$ cat config.mk
export PLATFORM = sky130hd
export DESIGN_NAME = sync_fifo_ctrl_flat
export DESIGN_NICKNAME = d
export VERILOG_FILES = /design/src/rtl/sync_fifo_ctrl_if.sv /design/src/rtl/sync_fifo_ctrl.sv /design/src/flat_wrapper.sv
export SDC_FILE = /design/constraint.sdc
export NUM_CORES = 1
export LEC_CHECK = 0
export CORE_ASPECT_RATIO = 0.7
export CORE_MARGIN = 1
export CORE_UTILIZATION = 60
export DETAILED_ROUTE_END_ITERATION = 8
export GPL_TIMING_DRIVEN = 0
export PLACE_DENSITY = 0.75
export SLEW_MARGIN = 20
export SYNTH_ARGS = -nofsm -noshare
export SYNTH_HDL_FRONTEND = slang
export SYNTH_SLANG_ARGS = --single-unit
$ cat constraint.sdc
create_clock -name clk -period 7 [get_ports clk]
set_input_delay 2.1 -clock clk [delete_from_list [all_inputs] [get_ports clk]]
set_output_delay 2.1 -clock clk [all_outputs]
set_load 0.03 [all_outputs]
$ cat src/rtl/sync_fifo_ctrl_if.sv
// Producer/consumer handshake bundle for sync_fifo_ctrl.
// master drives requests and data; slave is the FIFO.
interface sync_fifo_ctrl_if #(
   parameter int DATA_WIDTH = 16,
   parameter int DEPTH      = 16
);
   localparam int CW = $clog2(DEPTH + 1);

   logic                  clear;
   logic                  w_en;
   logic [DATA_WIDTH-1:0] data_in;
   logic                  full;
   logic                  almost_full;
   logic                  r_en;
   logic [DATA_WIDTH-1:0] data_out;
   logic                  empty;
   logic                  almost_empty;
   logic [CW-1:0]         count;
   logic                  overflow;
   logic                  underflow;

   modport master (
      output clear,
      output w_en,
      output data_in,
      output r_en,
      input  full,
      input  almost_full,
      input  data_out,
      input  empty,
      input  almost_empty,
      input  count,
      input  overflow,
      input  underflow
   );

   modport slave (
      input  clear,
      input  w_en,
      input  data_in,
      input  r_en,
      output full,
      output almost_full,
      output data_out,
      output empty,
      output almost_empty,
      output count,
      output overflow,
      output underflow
   );
endinterface

$ cat src/rtl/sync_fifo_ctrl.sv
// Parametrised single-clock FIFO with thresholds, count,
// sticky error flags, flush and optional FWFT read mode.
module sync_fifo_ctrl #(
   parameter int DATA_WIDTH = 16,
   parameter int DEPTH      = 16,
   parameter int AF_THRESH  = DEPTH - 2,
   parameter int AE_THRESH  = 2,
   parameter int FWFT       = 0
) (
   input  logic            clk,
   input  logic            rst_n,
   sync_fifo_ctrl_if.slave bus
);
   localparam int CW = $clog2(DEPTH + 1);
   localparam int PW = $clog2(DEPTH);
   localparam logic [PW-1:0] PTR_LAST = PW'(DEPTH - 1);

   if (DEPTH < 2) begin : g_bad_depth
      $error("sync_fifo_ctrl: DEPTH must be >= 2");
   end
   if (AF_THRESH < 0 || AF_THRESH > DEPTH) begin : g_bad_af
      $error("sync_fifo_ctrl: AF_THRESH out of range");
   end
   if (AE_THRESH < 0 || AE_THRESH >= DEPTH) begin : g_bad_ae
      $error("sync_fifo_ctrl: AE_THRESH out of range");
   end
   if (FWFT != 0 && FWFT != 1) begin : g_bad_fwft
      $error("sync_fifo_ctrl: FWFT must be 0 or 1");
   end

   logic [DATA_WIDTH-1:0] mem [DEPTH];
   logic [PW-1:0]         wr_ptr;
   logic [PW-1:0]         rd_ptr;
   logic [CW-1:0]         cnt;
   logic                  ovf;
   logic                  udf;
   logic                  full_i;
   logic                  empty_i;
   logic                  wr_ok;
   logic                  rd_ok;

   function automatic logic [PW-1:0] ptr_inc(
      input logic [PW-1:0] p
   );
      return (p == PTR_LAST) ? '0 : p + 1'b1;
   endfunction

   assign full_i  = (cnt == CW'(DEPTH));
   assign empty_i = (cnt == '0);

   // acceptance uses pre-edge flags; clear masks both sides
   assign wr_ok = bus.w_en && !full_i && !bus.clear;
   assign rd_ok = bus.r_en && !empty_i && !bus.clear;

   always_ff @(posedge clk or negedge rst_n) begin
      if (!rst_n) begin
         wr_ptr <= '0;
         rd_ptr <= '0;
         cnt    <= '0;
         ovf    <= 1'b0;
         udf    <= 1'b0;
      end else if (bus.clear) begin
         wr_ptr <= '0;
         rd_ptr <= '0;
         cnt    <= '0;
         ovf    <= 1'b0;
         udf    <= 1'b0;
      end else begin
         if (wr_ok) wr_ptr <= ptr_inc(wr_ptr);
         if (rd_ok) rd_ptr <= ptr_inc(rd_ptr);
         unique case ({wr_ok, rd_ok})
            2'b10:   cnt <= cnt + 1'b1;
            2'b01:   cnt <= cnt - 1'b1;
            default: cnt <= cnt;
         endcase
         if (bus.w_en && full_i)  ovf <= 1'b1;
         if (bus.r_en && empty_i) udf <= 1'b1;
      end
   end

   always_ff @(posedge clk) begin
      if (wr_ok) mem[wr_ptr] <= bus.data_in;
   end

   if (FWFT == 1) begin : g_fwft
      // masked while empty so no stale word shows after reset/flush
      assign bus.data_out = empty_i ? '0 : mem[rd_ptr];
   end else begin : g_std
      logic [DATA_WIDTH-1:0] dout_q;

      always_ff @(posedge clk or negedge rst_n) begin
         if (!rst_n) begin
            dout_q <= '0;
         end else if (bus.clear) begin
            dout_q <= '0;
         end else if (rd_ok) begin
            dout_q <= mem[rd_ptr];
         end
      end

      assign bus.data_out = dout_q;
   end

   assign bus.full         = full_i;
   assign bus.empty        = empty_i;
   assign bus.almost_full  = (cnt >= CW'(AF_THRESH));
   assign bus.almost_empty = (cnt <= CW'(AE_THRESH));
   assign bus.count        = cnt;
   assign bus.overflow     = ovf;
   assign bus.underflow    = udf;
endmodule

$ cat src/flat_wrapper.sv
// flat-port wrapper written by rule: the top's interface ports become plain ports
module sync_fifo_ctrl_flat 
#(
   parameter int DATA_WIDTH = 16,
   parameter int DEPTH      = 16,
   parameter int AF_THRESH  = DEPTH - 2,
   parameter int AE_THRESH  = 2,
   parameter int FWFT       = 0
)
  (clk, rst_n, bus_clear, bus_w_en, bus_data_in, bus_r_en, bus_full, bus_almost_full, bus_data_out, bus_empty, bus_almost_empty, bus_count, bus_overflow, bus_underflow);
  sync_fifo_ctrl_if #(.DATA_WIDTH(DATA_WIDTH), .DEPTH(DEPTH)) bus_i ();
  input  logic clk;
  input  logic rst_n;
  input wire logic [$bits(bus_i.clear)-1:0] bus_clear;
  input wire logic [$bits(bus_i.w_en)-1:0] bus_w_en;
  input wire logic [$bits(bus_i.data_in)-1:0] bus_data_in;
  input wire logic [$bits(bus_i.r_en)-1:0] bus_r_en;
  output wire logic [$bits(bus_i.full)-1:0] bus_full;
  output wire logic [$bits(bus_i.almost_full)-1:0] bus_almost_full;
  output wire logic [$bits(bus_i.data_out)-1:0] bus_data_out;
  output wire logic [$bits(bus_i.empty)-1:0] bus_empty;
  output wire logic [$bits(bus_i.almost_empty)-1:0] bus_almost_empty;
  output wire logic [$bits(bus_i.count)-1:0] bus_count;
  output wire logic [$bits(bus_i.overflow)-1:0] bus_overflow;
  output wire logic [$bits(bus_i.underflow)-1:0] bus_underflow;
  assign bus_i.clear = bus_clear;
  assign bus_i.w_en = bus_w_en;
  assign bus_i.data_in = bus_data_in;
  assign bus_i.r_en = bus_r_en;
  assign bus_full = bus_i.full;
  assign bus_almost_full = bus_i.almost_full;
  assign bus_data_out = bus_i.data_out;
  assign bus_empty = bus_i.empty;
  assign bus_almost_empty = bus_i.almost_empty;
  assign bus_count = bus_i.count;
  assign bus_overflow = bus_i.overflow;
  assign bus_underflow = bus_i.underflow;
  sync_fifo_ctrl #(.DATA_WIDTH(DATA_WIDTH), .DEPTH(DEPTH), .AF_THRESH(AF_THRESH), .AE_THRESH(AE_THRESH), .FWFT(FWFT)) u_core (.clk(clk), .rst_n(rst_n), .bus(bus_i));
endmodule
==> Flow_metrics.wiki <==
{| class="wikitable"
! Metric !! Value
|-
| Worst voltage drop across the vdd grid || 0.0002306 V
|-
| Pin slew with the least headroom to its limit || a little under 1 ns
|-
| First-pass GRT wire length || approximately 37000 um
|-
| Compound-cell area share of the yosys netlist || 2.626%
|-
| Switching Power || 1.271 mW
|-
| Setup repair after global routing missed its margin || no
|-
| Antenna Violating Nets Remaining || 0
|-
| Deepest clock path buffer count || 3
|-
| Number of fillers in the final layout || approximately 1100
|-
| Total power per unit cell area || 340.7 mW/mm^2
|-
| Worst Setup Slack, final || 2.394 ns
|-
| Final #Nets || 696
|-
| Number of synthesized flops with an enable pin || roughly 260
|-
| Final-report max-slew violation count || 0
|-
| Sequential fraction of design power || between 40% and 50%
|-
| Result of the run || finished clean
|-
| Highest-count cells in the layout ignoring fill and taps || sky130_fd_sc_hd__edfxtp_1, sky130_fd_sc_hd__mux4_2, sky130_fd_sc_hd__nand2_1, sky130_fd_sc_hd__clkdlybuf4s50_1, sky130_fd_sc_hd__dfrtp_1
|-
| Switch share || 28.01%
|-
| TritonCTS clock tree || done
|-
| Area Overhead vs Synth || 16.41%
|-
| Antenna violations before repair || 0
|-
| Hold WC Path Type || reg -> reg
|-
| Setup clock skew after layout || 0.01789 ns
|-
| Top-level port count || 48
|-
| CP Launch Type || flop
|-
| Met3 Usage GRT || around 4.8%
|-
| Core ar. || 0.01831 sq mm
|-
| Power Internal || 3.265 mW
|-
| Ys flop type || sky130_fd_sc_hd__edfxtp_1
|-
| Clk sink count || between 200 and 300
|-
| Leading cell type in the layout, fill and taps excluded || sky130_fd_sc_hd__edfxtp_1
|-
| Number of failing hold endpoints at the final stage || 0
|-
| Estimated wirelength of the detail-placed design || between 15000 and 20000 um
|-
| Antenna cell count || 0
|-
| Post-CTS Hold Fix Bufs || 0
|-
| Global routing met2 resource utilization || 40.40%
|-
| Fraction of registers with async set/reset || between 10% and 20%
|-
| Initial standard-cell utilization of the core || 62.45%
|-
| Max-cap violation count || 0
|-
| Total track usage || between 20% and 30%
|-
| Xor/xnor cell area share of the yosys netlist || less than 1%
|-
| Number of standard-cell rows in the floorplan || 41
|-
| Kind of end point of the critical path || output pin
|-
| Per-instance average area after synthesis || between 15 and 20 sq um
|-
| Area used by multi-input combinational logic || 0.002800 sq mm
|-
| Crit Reg-Reg Endpoint || u_core.bus.count[4]
|-
| Global-route track usage on met1 || 39.74%
|-
| Floorplan die height || between 100 and 150 um
|-
| Total setup buffers inserted after CTS || 0
|-
| Top fanout value on the critical path || 8
|-
| Synth Instances || roughly 580
|-
| Adder-cell area share of the yosys netlist || 0.7658%
|-
| Share of power burned in combinational logic || 24.9%
|-
| Total number of yosys warnings || 0
|-
| Final number of setup-violating endpoints || 0
|-
| Post-Route Setup TNS || 0 ns
|-
| Yosys cell types || 41
|-
| Post-Place Worst Slack || 2.100 ns
|-
| CP Class || reg -> out
|-
| Origin of the worst min-delay path || u_core.bus.underflow
|-
| Area enclosed by the die boundary || 0.01963 sq mm
|-
| Combinational family with the most area after synthesis || multiplexers
|-
| Routed wire per std cell || 26.74 um
|-
| Chip Width || 167.0 um
|-
| TritonCTS Buffers || 26
|-
| Detailed-route DRC error count || 0
|-
| Number of buffers inserted by port buffering || 46
|-
| Post-synth design cell area || 0.01144 sq mm
|-
| Most used routing layer || met2
|-
| Root Buffer || sky130_fd_sc_hd__clkbuf_16
|-
| Multiplexer area fraction after synthesis || 16.02%
|-
| DRT iter0 DRCs || about 820
|-
| Clock period minus final worst setup slack || 4.606 ns
|-
| Rel. slew slack || 35.70%
|-
| Vias in the first global route || 6021
|-
| Simple logic cell fraction of the synthesized area || 4.004%
|-
| Leak Pwr || 4.337 nW
|-
| Sequential standard cell area || 0.008463 sq mm
|-
| Number of iterations in the first detailed-routing pass || 6
|-
| Req. time, crit path || 4.90 ns
|-
| CTS HTree Levels || 1
|-
| Logic depth of the worst register-to-register path || 10
|-
| Achievable Freq || ~220 MHz
|-
| Avg Vias per Cell || 6.443
|-
| Clk network pwr share || 31.6%
|-
| Worst Path Arrival || 2.51 ns
|-
| Min-Delay Path Depth || 2
|-
| Remaining global-route overflow || 0
|-
| Resized cells post-CTS || 0
|-
| Flop2flop setup slack || between 3 and 4 ns
|-
| Total wire length after detailed routing || 24710 um
|-
| Share of cells above drive strength 1 || 25.44%
|-
| Sequential area share after synthesis || 74.00%
|-
| Startpoint of the most critical register-to-register path || u_core.bus.count[2]
|-
| Worst hold endpoint || u_core.bus.underflow
|-
| Clock edge transition at the registers on the reported setup and hold paths || about 0.060 ns
|-
| Flip-flop and latch count after synthesis || 287
|-
| Total number of vias || 5953
|-
| Net count of the mapped netlist || between 600 and 700
|-
| Largest net degree at the start of global routing || 20
|-
| Placer congestion estimate || slightly above 0.8
|-
| Portion of the clock cycle consumed by the worst path in the final layout || 65.80%
|-
| Clock insertion delay at the later pin of the skew report || 0.54 ns
|}
-- per-stage QoR --
step / instances / hold slack (ns) / power [mW] / utilization [%] / cell area [sq um]
after floorplan: 577 / 0.5777 / 2.767 / - / 11440
after global placement: 859 / 0.4762 / 3.094 / 66.58 / 12190
after detailed placement: 876 / 0.5020 / 3.132 / 67.99 / 12450
after CTS: 924 / 0.5114 / 4.550 / 72.70 / 13310
after global routing: 924 / 0.5361 / 4.688 / 72.70 / 13310
final: 924 / 0.5096 / 4.536 / 72.70 / 13310
-- state kept, by name (all words and copies together) (netlist names) --
name,count
u_core.mem,256
u_core.rd_ptr,4
u_core.bus.overflow,1
u_core.bus.count,5
u_core.bus.underflow,1
u_core.wr_ptr,4
u_core.bus.data_out,16
-- worst max-delay path by stage --
stage | from | endpoint | slack, ns | cells after the start
floorplan | u_core.bus.count[1] | bus_almost_empty | 2.56 | 2
global placement | bus_w_en | u_core.mem[3][10] | 0.78 | 6
detailed placement | bus_w_en | u_core.bus.count[4] | 2.10 | 10
CTS | u_core.bus.count[3] | bus_empty | 2.40 | 3
global route | u_core.bus.count[2] | bus_full | 2.33 | 5
finish | u_core.bus.count[3] | bus_empty | 2.39 | 3
-- cell type report --
class	count	share of cell area, %
clock inverters	20	1.541
clock buffers	28	4.943
flip-flops and latches	287	63.57
plain buffers	35	1.720
multi-input cells	251	21.03
inverters	4	0.1128
repair buffers	63	4.868
well taps	236	2.218
-- critical path, cell delays in order, from the launching register on --
cell and delay (ns):
sky130_fd_sc_hd__dfrtp_1 0.49, sky130_fd_sc_hd__or4_4 0.57, sky130_fd_sc_hd__nor2_1 0.20, sky130_fd_sc_hd__clkdlybuf4s50_1 0.72
-- synth_stat cells (2+ instances only) --
cell / instances / share of area, %
sky130_fd_sc_hd__o21ai_0: 8 / 0.35
sky130_fd_sc_hd__buf_6: 5 / 0.49
sky130_fd_sc_hd__dfrtp_1: 31 / 6.8
sky130_fd_sc_hd__a311oi_1: 2 / 0.15
sky130_fd_sc_hd__nor2_1: 32 / 1.1
sky130_fd_sc_hd__mux4_2: 80 / 16
sky130_fd_sc_hd__a21oi_1: 28 / 1.2
sky130_fd_sc_hd__edfxtp_1: 256 / 67
sky130_fd_sc_hd__clkbuf_1: 14 / 0.46
sky130_fd_sc_hd__nor3_1: 5 / 0.22
sky130_fd_sc_hd__ha_1: 7 / 0.77
sky130_fd_sc_hd__o21ai_1: 2 / 0.088
sky130_fd_sc_hd__inv_1: 4 / 0.13
sky130_fd_sc_hd__clkbuf_8: 4 / 0.48
sky130_fd_sc_hd__nand2_1: 50 / 1.6
sky130_fd_sc_hd__mux2i_1: 3 / 0.26
sky130_fd_sc_hd__buf_2: 10 / 0.44
sky130_fd_sc_hd__nand2b_1: 3 / 0.16
sky130_fd_sc_hd__nand4_1: 2 / 0.11
sky130_fd_sc_hd__nor4_1: 3 / 0.16
sky130_fd_sc_hd__xor2_1: 5 / 0.38
sky130_fd_sc_hd__a31oi_1: 4 / 0.22
-- logic make-up (layout without fill, tap and decap cells) --
group | after synthesis | count (layout)
DFF | 287 | 287
and+or+nand+nor | 103 | 103
muxes | 83 | 83
AOI/OAI and AO/OA | 52 | 52
buffers and inverters | 39 | 150
adders and majority gates | 7 | 7
xor gates and xnor gates | 6 | 6
-- metal layers --
metal  up-vias  routed length (um)
met4         0                 597
met3        49                2219
met1      3061               10230
li1       2511                   -
met5         -                   0
met2       332               11660
-- power by group through the flow --
stage,clock network (mW),registers (mW),logic [mW]
final,1.43,1.97,1.13
after global routing,1.52,1.98,1.19
after CTS,1.45,1.97,1.13
after detailed placement,0,2.01,1.12
after global placement,0,2.01,1.09
after floorplan,0,2.08,0.682
Note: power is estimated with default switching activity, not from simulation.
